--- config.mk ---
export PLATFORM = sky130hd
export DESIGN_NAME = cdb_arbiter
export DESIGN_NICKNAME = d
export VERILOG_FILES = /design/src/rtl/cdb_arbiter.sv
export SDC_FILE = /design/constraint.sdc
export NUM_CORES = 1
export LEC_CHECK = 0
export BUFFER_PORTS_ARGS = -buffer_cell sky130_fd_sc_hd__buf_2
export CAP_MARGIN = 0
export CORE_MARGIN = 2
export CORE_UTILIZATION = 53
export DETAILED_ROUTE_END_ITERATION = 10
export HOLD_SLACK_MARGIN = 0.02
export PLACE_DENSITY = 0.81
export RECOVER_POWER = 100
export SYNTH_ARGS = -nofsm -noshare
export SYNTH_HDL_FRONTEND = slang
export SYNTH_SLANG_ARGS = --single-unit
--- constraint.sdc ---
create_clock -name clk_i -period 4.1 [get_ports clk_i]
set_input_delay 0.82 -clock clk_i [delete_from_list [all_inputs] [get_ports clk_i]]
set_output_delay 0.82 -clock clk_i [all_outputs]
set_load 0.01 [all_outputs]
--- src/rtl/cdb_arbiter.sv ---
// Common data bus arbiter: one holding slot per functional unit, round-robin
// selection of one slot per cycle onto a registered CDB broadcast.
module cdb_arbiter #(
    parameter  int NUM_FU  = 4,
    parameter  int XLEN    = 32,
    parameter  int ROB_LEN = 8,
    localparam int TAG_W   = $clog2(ROB_LEN),
    localparam int GNT_W   = $clog2(NUM_FU)
) (
    input  logic                     clk_i,
    input  logic                     rst_ni,
    input  logic                     squash_i,
    input  logic [NUM_FU-1:0]        fu_valid_i,
    input  logic [NUM_FU*TAG_W-1:0]  fu_tag_i,
    input  logic [NUM_FU*XLEN-1:0]   fu_value_i,
    input  logic [NUM_FU-1:0]        fu_take_branch_i,
    output logic [NUM_FU-1:0]        fu_ready_o,
    output logic                     cdb_valid_o,
    output logic [TAG_W-1:0]         cdb_tag_o,
    output logic [XLEN-1:0]          cdb_value_o,
    output logic                     cdb_take_branch_o,
    output logic [GNT_W-1:0]         cdb_grant_fu_o
);

    logic [NUM_FU-1:0] slot_valid_q, slot_valid_d;
    logic [TAG_W-1:0]  slot_tag_q   [NUM_FU];
    logic [TAG_W-1:0]  slot_tag_d   [NUM_FU];
    logic [XLEN-1:0]   slot_value_q [NUM_FU];
    logic [XLEN-1:0]   slot_value_d [NUM_FU];
    logic [NUM_FU-1:0] slot_tb_q, slot_tb_d;
    logic [GNT_W-1:0]  rr_ptr_q, rr_ptr_d;

    logic              cdb_valid_q, cdb_valid_d;
    logic [TAG_W-1:0]  cdb_tag_q, cdb_tag_d;
    logic [XLEN-1:0]   cdb_value_q, cdb_value_d;
    logic              cdb_tb_q, cdb_tb_d;
    logic [GNT_W-1:0]  cdb_grant_q, cdb_grant_d;

    logic [NUM_FU-1:0] grant;
    logic [NUM_FU-1:0] fu_ready;
    logic [NUM_FU-1:0] accept;
    logic              any_grant;
    logic [GNT_W-1:0]  grant_idx;
    logic [GNT_W-1:0]  idx;

    // Round-robin search from rr_ptr; squash suppresses any grant.
    always_comb begin
        grant     = '0;
        any_grant = 1'b0;
        grant_idx = '0;
        idx       = '0;
        if (!squash_i) begin
            for (int unsigned i = 0; i < NUM_FU; i++) begin
                idx = GNT_W'((32'(rr_ptr_q) + i) % 32'(NUM_FU));
                if (!any_grant && slot_valid_q[idx]) begin
                    grant[idx] = 1'b1;
                    grant_idx  = idx;
                    any_grant  = 1'b1;
                end
            end
        end
    end

    // A granted slot drains this cycle, so it can be refilled in the same cycle.
    assign fu_ready = rst_ni ? ((~slot_valid_q | grant) & {NUM_FU{~squash_i}}) : '1;
    assign accept   = fu_valid_i & fu_ready;

    always_comb begin
        slot_valid_d = slot_valid_q;
        slot_tag_d   = slot_tag_q;
        slot_value_d = slot_value_q;
        slot_tb_d    = slot_tb_q;
        rr_ptr_d     = rr_ptr_q;
        cdb_valid_d  = any_grant;
        cdb_tag_d    = cdb_tag_q;
        cdb_value_d  = cdb_value_q;
        cdb_tb_d     = cdb_tb_q;
        cdb_grant_d  = cdb_grant_q;

        for (int unsigned i = 0; i < NUM_FU; i++) begin
            if (accept[i]) begin
                slot_valid_d[i] = 1'b1;
                slot_tag_d[i]   = fu_tag_i[i*TAG_W +: TAG_W];
                slot_value_d[i] = fu_value_i[i*XLEN +: XLEN];
                slot_tb_d[i]    = fu_take_branch_i[i];
            end else if (grant[i]) begin
                slot_valid_d[i] = 1'b0;
            end
        end

        if (any_grant) begin
            cdb_tag_d   = slot_tag_q[grant_idx];
            cdb_value_d = slot_value_q[grant_idx];
            cdb_tb_d    = slot_tb_q[grant_idx];
            cdb_grant_d = grant_idx;
            rr_ptr_d    = (grant_idx == GNT_W'(NUM_FU - 1)) ? '0 : grant_idx + GNT_W'(1);
        end

        if (squash_i) begin
            slot_valid_d = '0;
            cdb_valid_d  = 1'b0;
            rr_ptr_d     = '0;
        end
    end

    always_ff @(posedge clk_i or negedge rst_ni) begin
        if (!rst_ni) begin
            slot_valid_q <= '0;
            rr_ptr_q     <= '0;
            cdb_valid_q  <= 1'b0;
            cdb_tag_q    <= '0;
            cdb_value_q  <= '0;
            cdb_tb_q     <= 1'b0;
            cdb_grant_q  <= '0;
        end else begin
            slot_valid_q <= slot_valid_d;
            rr_ptr_q     <= rr_ptr_d;
            cdb_valid_q  <= cdb_valid_d;
            cdb_tag_q    <= cdb_tag_d;
            cdb_value_q  <= cdb_value_d;
            cdb_tb_q     <= cdb_tb_d;
            cdb_grant_q  <= cdb_grant_d;
        end
    end

    // Slot payload is qualified by slot_valid_q and needs no reset.
    always_ff @(posedge clk_i) begin
        slot_tag_q   <= slot_tag_d;
        slot_value_q <= slot_value_d;
        slot_tb_q    <= slot_tb_d;
    end

    assign fu_ready_o        = fu_ready;
    assign cdb_valid_o       = cdb_valid_q;
    assign cdb_tag_o         = cdb_tag_q;
    assign cdb_value_o       = cdb_value_q;
    assign cdb_take_branch_o = cdb_tb_q;
    assign cdb_grant_fu_o    = cdb_grant_q;

endmodule

Word level (Yosys, flattened, before mapping)
Cells that the tools add are included.
{"block": "op_classes", "n_addsub": 4, "magnitude_cmp": 10, "eq_ne": 1, "n_mux": 59, "bitwise": 9, "reduce_logical": 15}
{"cell": "binary-select mux 32 bit (select 2 bit)", "count": 1}
{"cell": "2-to-1 mux 32 bit", "count": 2}
{"cell": "2-to-1 mux 4 bit", "count": 10}
{"cell": "2-to-1 mux 1 bit", "count": 26}
{"cell": "2-to-1 mux 2 bit", "count": 8}
{"cell": "OR 4 bit", "count": 4}
{"cell": "less-than comparator 2 x 3 -> 1 bit, second input constant", "count": 5}
{"cell": "nonzero test 3 bit", "count": 4}
{"cell": "binary-select mux 1 bit (select 2 bit)", "count": 5}
{"cell": "AND 4 bit", "count": 2}
{"cell": "demux 1 bit (select 2 bit)", "count": 4}
{"cell": ">= comparator 2 x 1 -> 1 bit, second input constant", "count": 4}
{"cell": "logical AND 1 bit", "count": 7}
{"cell": "binary-select mux 3 bit (select 2 bit)", "count": 1}
{"cell": "2-to-1 mux 3 bit", "count": 2}
{"cell": "adder 2 x 1 -> 2 bit, second input constant", "count": 2}
{"cell": "adder 2 bit, second input constant", "count": 2}
{"cell": "inverter 4 bit", "count": 1}
{"cell": ">= comparator 3 bit, second input constant", "count": 1}
{"cell": "logical NOT 1 bit", "count": 3}
{"cell": "inverter 2 -> 3 bit", "count": 1}
{"cell": "== test 2 bit, second input constant", "count": 1}
{"cell": "nonzero test 2 bit", "count": 1}
{"cell": "inverter 1 bit", "count": 1}
{"block": "totals", "regBits": 189, "in_bits": 151, "output_inout_bits": 43}

Depth between registers and ports, before layout
{"block": "depth", "depth_word": 22, "ltp_mapped": 12, "depth_no_buf": 8}

Least setup slack after synthesis
OpenSTA, ideal clock, no wires.
{"block": "synth_path", "path_type": "flip-flop to flip-flop", "start": "register rr_ptr_q[0]", "end": "register slot_tag_q[6] (netlist name) (enable)", "setup_ns": 0.397, "arrival_ns": 3.282, "required_ns": 3.703, "slack_ns": 0.421, "stages_incl_launch_ff": 11, "n_path_buf": 2, "period_less_slack_ns": 3.679, "cell_sequence": "dfrtp_1 buf_4 inv_1 ha_1 buf_2 mux4_2 or3b_1 a21oi_1 a211oi_1 o21ai_0 and2_1"}
{"block": "synth_via", "elab_chain_cells": 20, "word_cells_on_any_way": 58}
{"element": "from (decl)", "line_no": "31", "rtl": "logic [GNT_W-1:0] rr_ptr_q, rr_ptr_d;"}
{"element": "from (signal assigned)", "line_no": "117", "rtl": "rr_ptr_q <= rr_ptr_d;"}
{"element": "parallel branches: the longest is 14 deep, another holds less-than comparator 2 x 3 -> 1 bit"}
{"element": "2-to-1 mux 4 bit *", "line_no": "55", "rtl": "if (!any_grant && slot_valid_q[idx]) begin"}
{"element": "2-to-1 mux 4 bit *", "line_no": "52", "rtl": "if (!squash_i) begin"}
{"element": "OR 4 bit *", "line_no": "65", "rtl": "assign fu_ready = rst_ni ? ((~slot_valid_q | grant) & {NUM_FU{~squash_i}}) : '1;"}
{"element": "AND 4 bit *", "line_no": "65"}
{"element": "2-to-1 mux 4 bit *", "line_no": "65"}
{"element": "named net fu_ready_o[1]", "line_no": "17", "rtl": "output logic [NUM_FU-1:0] fu_ready_o,"}
{"element": "AND 4 bit *", "line_no": "66", "rtl": "assign accept = fu_valid_i & fu_ready;"}
{"element": "named net accept[1]", "line_no": "41", "rtl": "logic [NUM_FU-1:0] accept;"}
{"element": "to (signal assigned)", "line_no": "128", "rtl": "slot_tag_q <= slot_tag_d;"}
{"element": "to (decl)", "line_no": "26", "rtl": "logic [TAG_W-1:0] slot_tag_q [NUM_FU];"}
Mark *: on every way through the listed nets, which the timed path passes. The select of a mux whose other input is x is not followed.
A chain may end at the register's enable or synchronous reset.

Worst setup path in the final report
{"block": "layout_path", "start": "register rr_ptr_q[1]", "end": "output port fu_ready_o[0]"}
{"block": "layout_via", "elab_chain_cells": 19, "word_cells_on_any_way": 57}
{"element": "parallel branches: the longest is 14 deep, another holds less-than comparator 2 x 3 -> 1 bit"}
{"element": "2-to-1 mux 4 bit *", "line_no": "55"}
{"element": "2-to-1 mux 4 bit *", "line_no": "52"}
{"element": "OR 4 bit *", "line_no": "65"}
{"element": "AND 4 bit *", "line_no": "65"}
{"element": "2-to-1 mux 4 bit *", "line_no": "65"}
{"element": "to (decl)", "line_no": "17"}
Mark *: on every way between the ends. The select of a mux whose other input is x is not followed.

==> impl_metrics.py <==
metrics = {
    "timing": {
        "setup_tns_ns": 0,
        "fmax_mhz": 261.2,
        "worst_pin_slew_ns": 1.595,
        "slew_violations": 64,
        "fin_skew_ns": 0.01609,
        "max_slew_margin_pct": -6.605,
        "min_period_over_period_pct": 93.39,
        "hold_viol": 0,
        "grt_setup_unrepaired": "false",
        "post-route-min-period_ns": 3.829,
        "finalSetupViolations": 0,
    },
    "drt": {
        "ant_nets": 0,
        "drt_wl_total_um": 18580,
        "num_vias": 5179,
        "drc": 0,
        "via_per_inst": 5.697,
        "drt_iter0_markers": 462,
        "dr.pass1.iters": 5,
        "wl_per_cell_um": 20.44,
    },
    "cells_and_area": {
        "fin_nets": 867,
        "final_cell_area_um2": 9473,
        "nFillCells": 1061,
        "drive_gt1_share_pct": 26.97,
        "area_growth_pct": 21.35,
    },
    "worst_setup_path": {
        "r2r_start": "rr_ptr_q[1]$_DFFE_PN0P_",
        "worst_setup_path_end_kind": "output pin",
        "required_ns": 3.28,
        "crit_type": "flip-flop to output pin",
        "setup.worst_path.start_class": "flip-flop",
        "worstPathArrival_ns": 3.01,
        "r2r-end": "slot_value_q[108]$_DFFE_PP_",
        "ff2ff_setup_slack_ns": 0.29,
        "reg2regPathDepth": 9,
        "worst-path-max-fanout": 11,
    },
    "logic_synthesis": {
        "synth_top_area_share_pct": 55.39,
        "syn_inst": 524,
        "ys.flop_type": "edfxtp_1",
        "synth_nets": 681,
        "synth-seq-area-share_pct": 69.82,
        "ys_warn_count": 0,
        "yosysUniqueCellTypes": 45,
        "ys_async_sr_fraction_pct": 23.81,
        "synth.avg_cell_area_um2": 14.90,
        "synth_area_leaders": "edfxtp_1 (55%), dfrtp_1 (14%), mux2i_1 (4.7%)",
        "synth_most_common_cell": "edfxtp_1",
        "ys_ff_latch": 189,
        "syn_area_um2": 7806,
        "synth_common_cells": "edfxtp_1 (144), dfrtp_1 (45), mux2i_1 (37)",
        "yosys.area.top_type": "edfxtp_1",
        "synth_edf_count": 144,
    },
    "clock_network": {
        "clock_latency_ns": 0.43,
        "clk_path_buf_depth": 2,
        "cts_buffers": 17,
        "cts_tree": "built",
        "cts-htree-levels": 4,
        "clkSinkCount": 189,
        "cts.clk_slew.worst_paths_ns": 0.07,
        "cts_root_buf": "clkbuf_16",
    },
    "floorplanning": {
        "die_h_um": 125.4,
        "fp.dieArea_um2": 15720,
        "initial_core_util_pct": 53.91,
        "row_count": 44,
        "die_x_um": 125.4,
        "ioPinCount": 194,
        "core_area_um2": 14480,
    },
    "outcome": {
        "status": "finished, violations left",
        "violations": "max-capacitance violations, max-slew violations",
    },
    "place": {
        "numPortBuffers": 193,
        "dp_hpwl_um": 12360,
        "gp_congestion": 0.9043,
        "dpl-instance-area_um2": 8962,
    },
    "power": {
        "vdd_drop_max_mv": 0.3684,
        "intPower_mw": 3.963,
        "leakagePower_nw": 3.748,
        "swShare_pct": 33.74,
        "power_frac_comb_pct": 29.7,
        "p_per_area_nw_per_um2": 631.4,
        "power.share.clock_pct": 26.9,
        "power_switching_mw": 2.018,
        "sequentialPowerShare_pct": 43.4,
    },
    "hold_path": {
        "min_path_type": "input pin to async pin",
    },
    "grt": {
        "grt_first_pass_wirelength_um": 28560,
        "grt_max_degree": 58,
        "gr-usage-all-layers_pct": 23.96,
        "grt_pass1_vias": 5377,
        "antenna_found_initial": 3,
        "overflow": 0,
    },
    "flow_run": {
        "cap_violations": 2,
    },
}
-- critical path, stage by stage (launching register included) --
cell and delay (ns):
dfrtp_2 0.48, inv_1 0.13, ha_1 0.49, mux4_2 0.43
nor2b_1 0.32, a221o_1 0.23, a211oi_1 0.09, o21ai_0 0.22
clkbuf_1 0.18
-- cell families after synthesis --
logic type / after synthesis / share of synthesized area (%)
simple gates: 99 / 6.924
buf+inv: 45 / 3.029
compound gates: 141 / 12.94
flops: 189 / 69.82
mux: 44 / 6.331
fa+ha+maj: 6 / 0.9617
-- power groups by stage --
stage / Sequential, mW / Combinational, mW / Clock (mW)
after global placement: 2.61 / 1.75 / 0
after floorplan: 2.66 / 1.19 / 0
final: 2.59 / 1.78 / 1.61
after global routing: 2.62 / 1.93 / 1.72
after CTS: 2.58 / 1.84 / 1.64
after detailed placement: 2.62 / 1.83 / 0
-- area by class of cell --
class / count / area, um2 / area share [%]
clock inverter: 14 / 142.6 / 1.506
clock buffer: 18 / 450.4 / 4.755
sequential: 189 / 5451 / 57.55
antenna: 2 / 5.005 / 0.05283
inverter: 8 / 30.03 / 0.3170
timing repair buffer: 204 / 1035 / 10.92
multi-input combinational: 290 / 2128 / 22.47
tap: 184 / 230.2 / 2.430
-- cells in the final DEF (no fill, tap or decap), types with 2 or more instances in the layout --
master / n
a211oi_1: 31
a211oi_2: 2
a21boi_0: 2
a21oi_1: 7
a221o_1: 3
and2_1: 4
and3b_1: 2
buf_12: 5
buf_2: 135
buf_4: 5
clkbuf_1: 59
clkbuf_16: 18
clkinv_8: 3
dfrtp_1: 44
diode_2: 2
edfxtp_1: 144
ha_1: 6
inv_1: 7
inv_6: 8
mux2_2: 3
mux2i_1: 37
mux4_2: 4
nand2_1: 32
nand2b_1: 2
nor2_1: 23
nor2b_1: 2
nor3b_1: 24
o211ai_1: 23
o21a_1: 36
o21ai_0: 9
o21ai_1: 20
o21ba_2: 2
-- timing repair --
item | CTS | global route
hold buffers | 0 | 0
endpoints found under the setup margin | 0 | 2
setup buffers | 0 | 0
resized for setup | 0 | 1
-- state kept, by name, summed over array words and instances, names as in the netlist --
name               flops
cdb_grant_fu_o         2
cdb_tag_o              3
cdb_take_branch_o      1
cdb_valid_o            1
cdb_value_o           32
rr_ptr_q               2
slot_tag_q            12
slot_tb_q              4
slot_valid_q           4
slot_value_q         128
-- routing by layer --
metal  vias to the layer above  track usage [%]  share of wire [%]
li1                       2379                -                  -
met1                      2535            31.37                 41
met2                       233            39.42                 50
met3                        30            6.418                7.7
met4                         2            7.778                1.8
met5                         -                0              0.065
-- worst max-delay path by stage --
stage                                       start                         end  slack, ns  depth (start not counted)
after floorplan           rr_ptr_q[0]$_DFFE_PN0P_     slot_tag_q[6]$_DFFE_PP_       0.42                         10
after global placement    rr_ptr_q[1]$_DFFE_PN0P_     slot_tag_q[7]$_DFFE_PP_       0.72                          9
after detailed placement  rr_ptr_q[1]$_DFFE_PN0P_  slot_value_q[88]$_DFFE_PP_       0.59                          9
after CTS                 rr_ptr_q[1]$_DFFE_PN0P_               fu_ready_o[1]       0.18                          8
after global routing      rr_ptr_q[1]$_DFFE_PN0P_               fu_ready_o[1]      0.007                          8
final                     rr_ptr_q[1]$_DFFE_PN0P_               fu_ready_o[0]       0.27                          8
-- per-stage QoR --
step                instances  total power, mW  hold slack, ns  setup WS [ns]  util (%)
floorplan                 524            3.844          0.5152         0.4210         -
global placement          875            4.361          0.4637         0.7212     61.90
detailed placement        875            4.444          0.4718         0.5918     61.90
finish                    909            5.981          0.4072         0.2709     65.43
global route              908            6.268          0.4399       0.006887     65.41
CTS                       907            6.067          0.4038         0.1845     66.00
(Power assumes the default switching activity.)
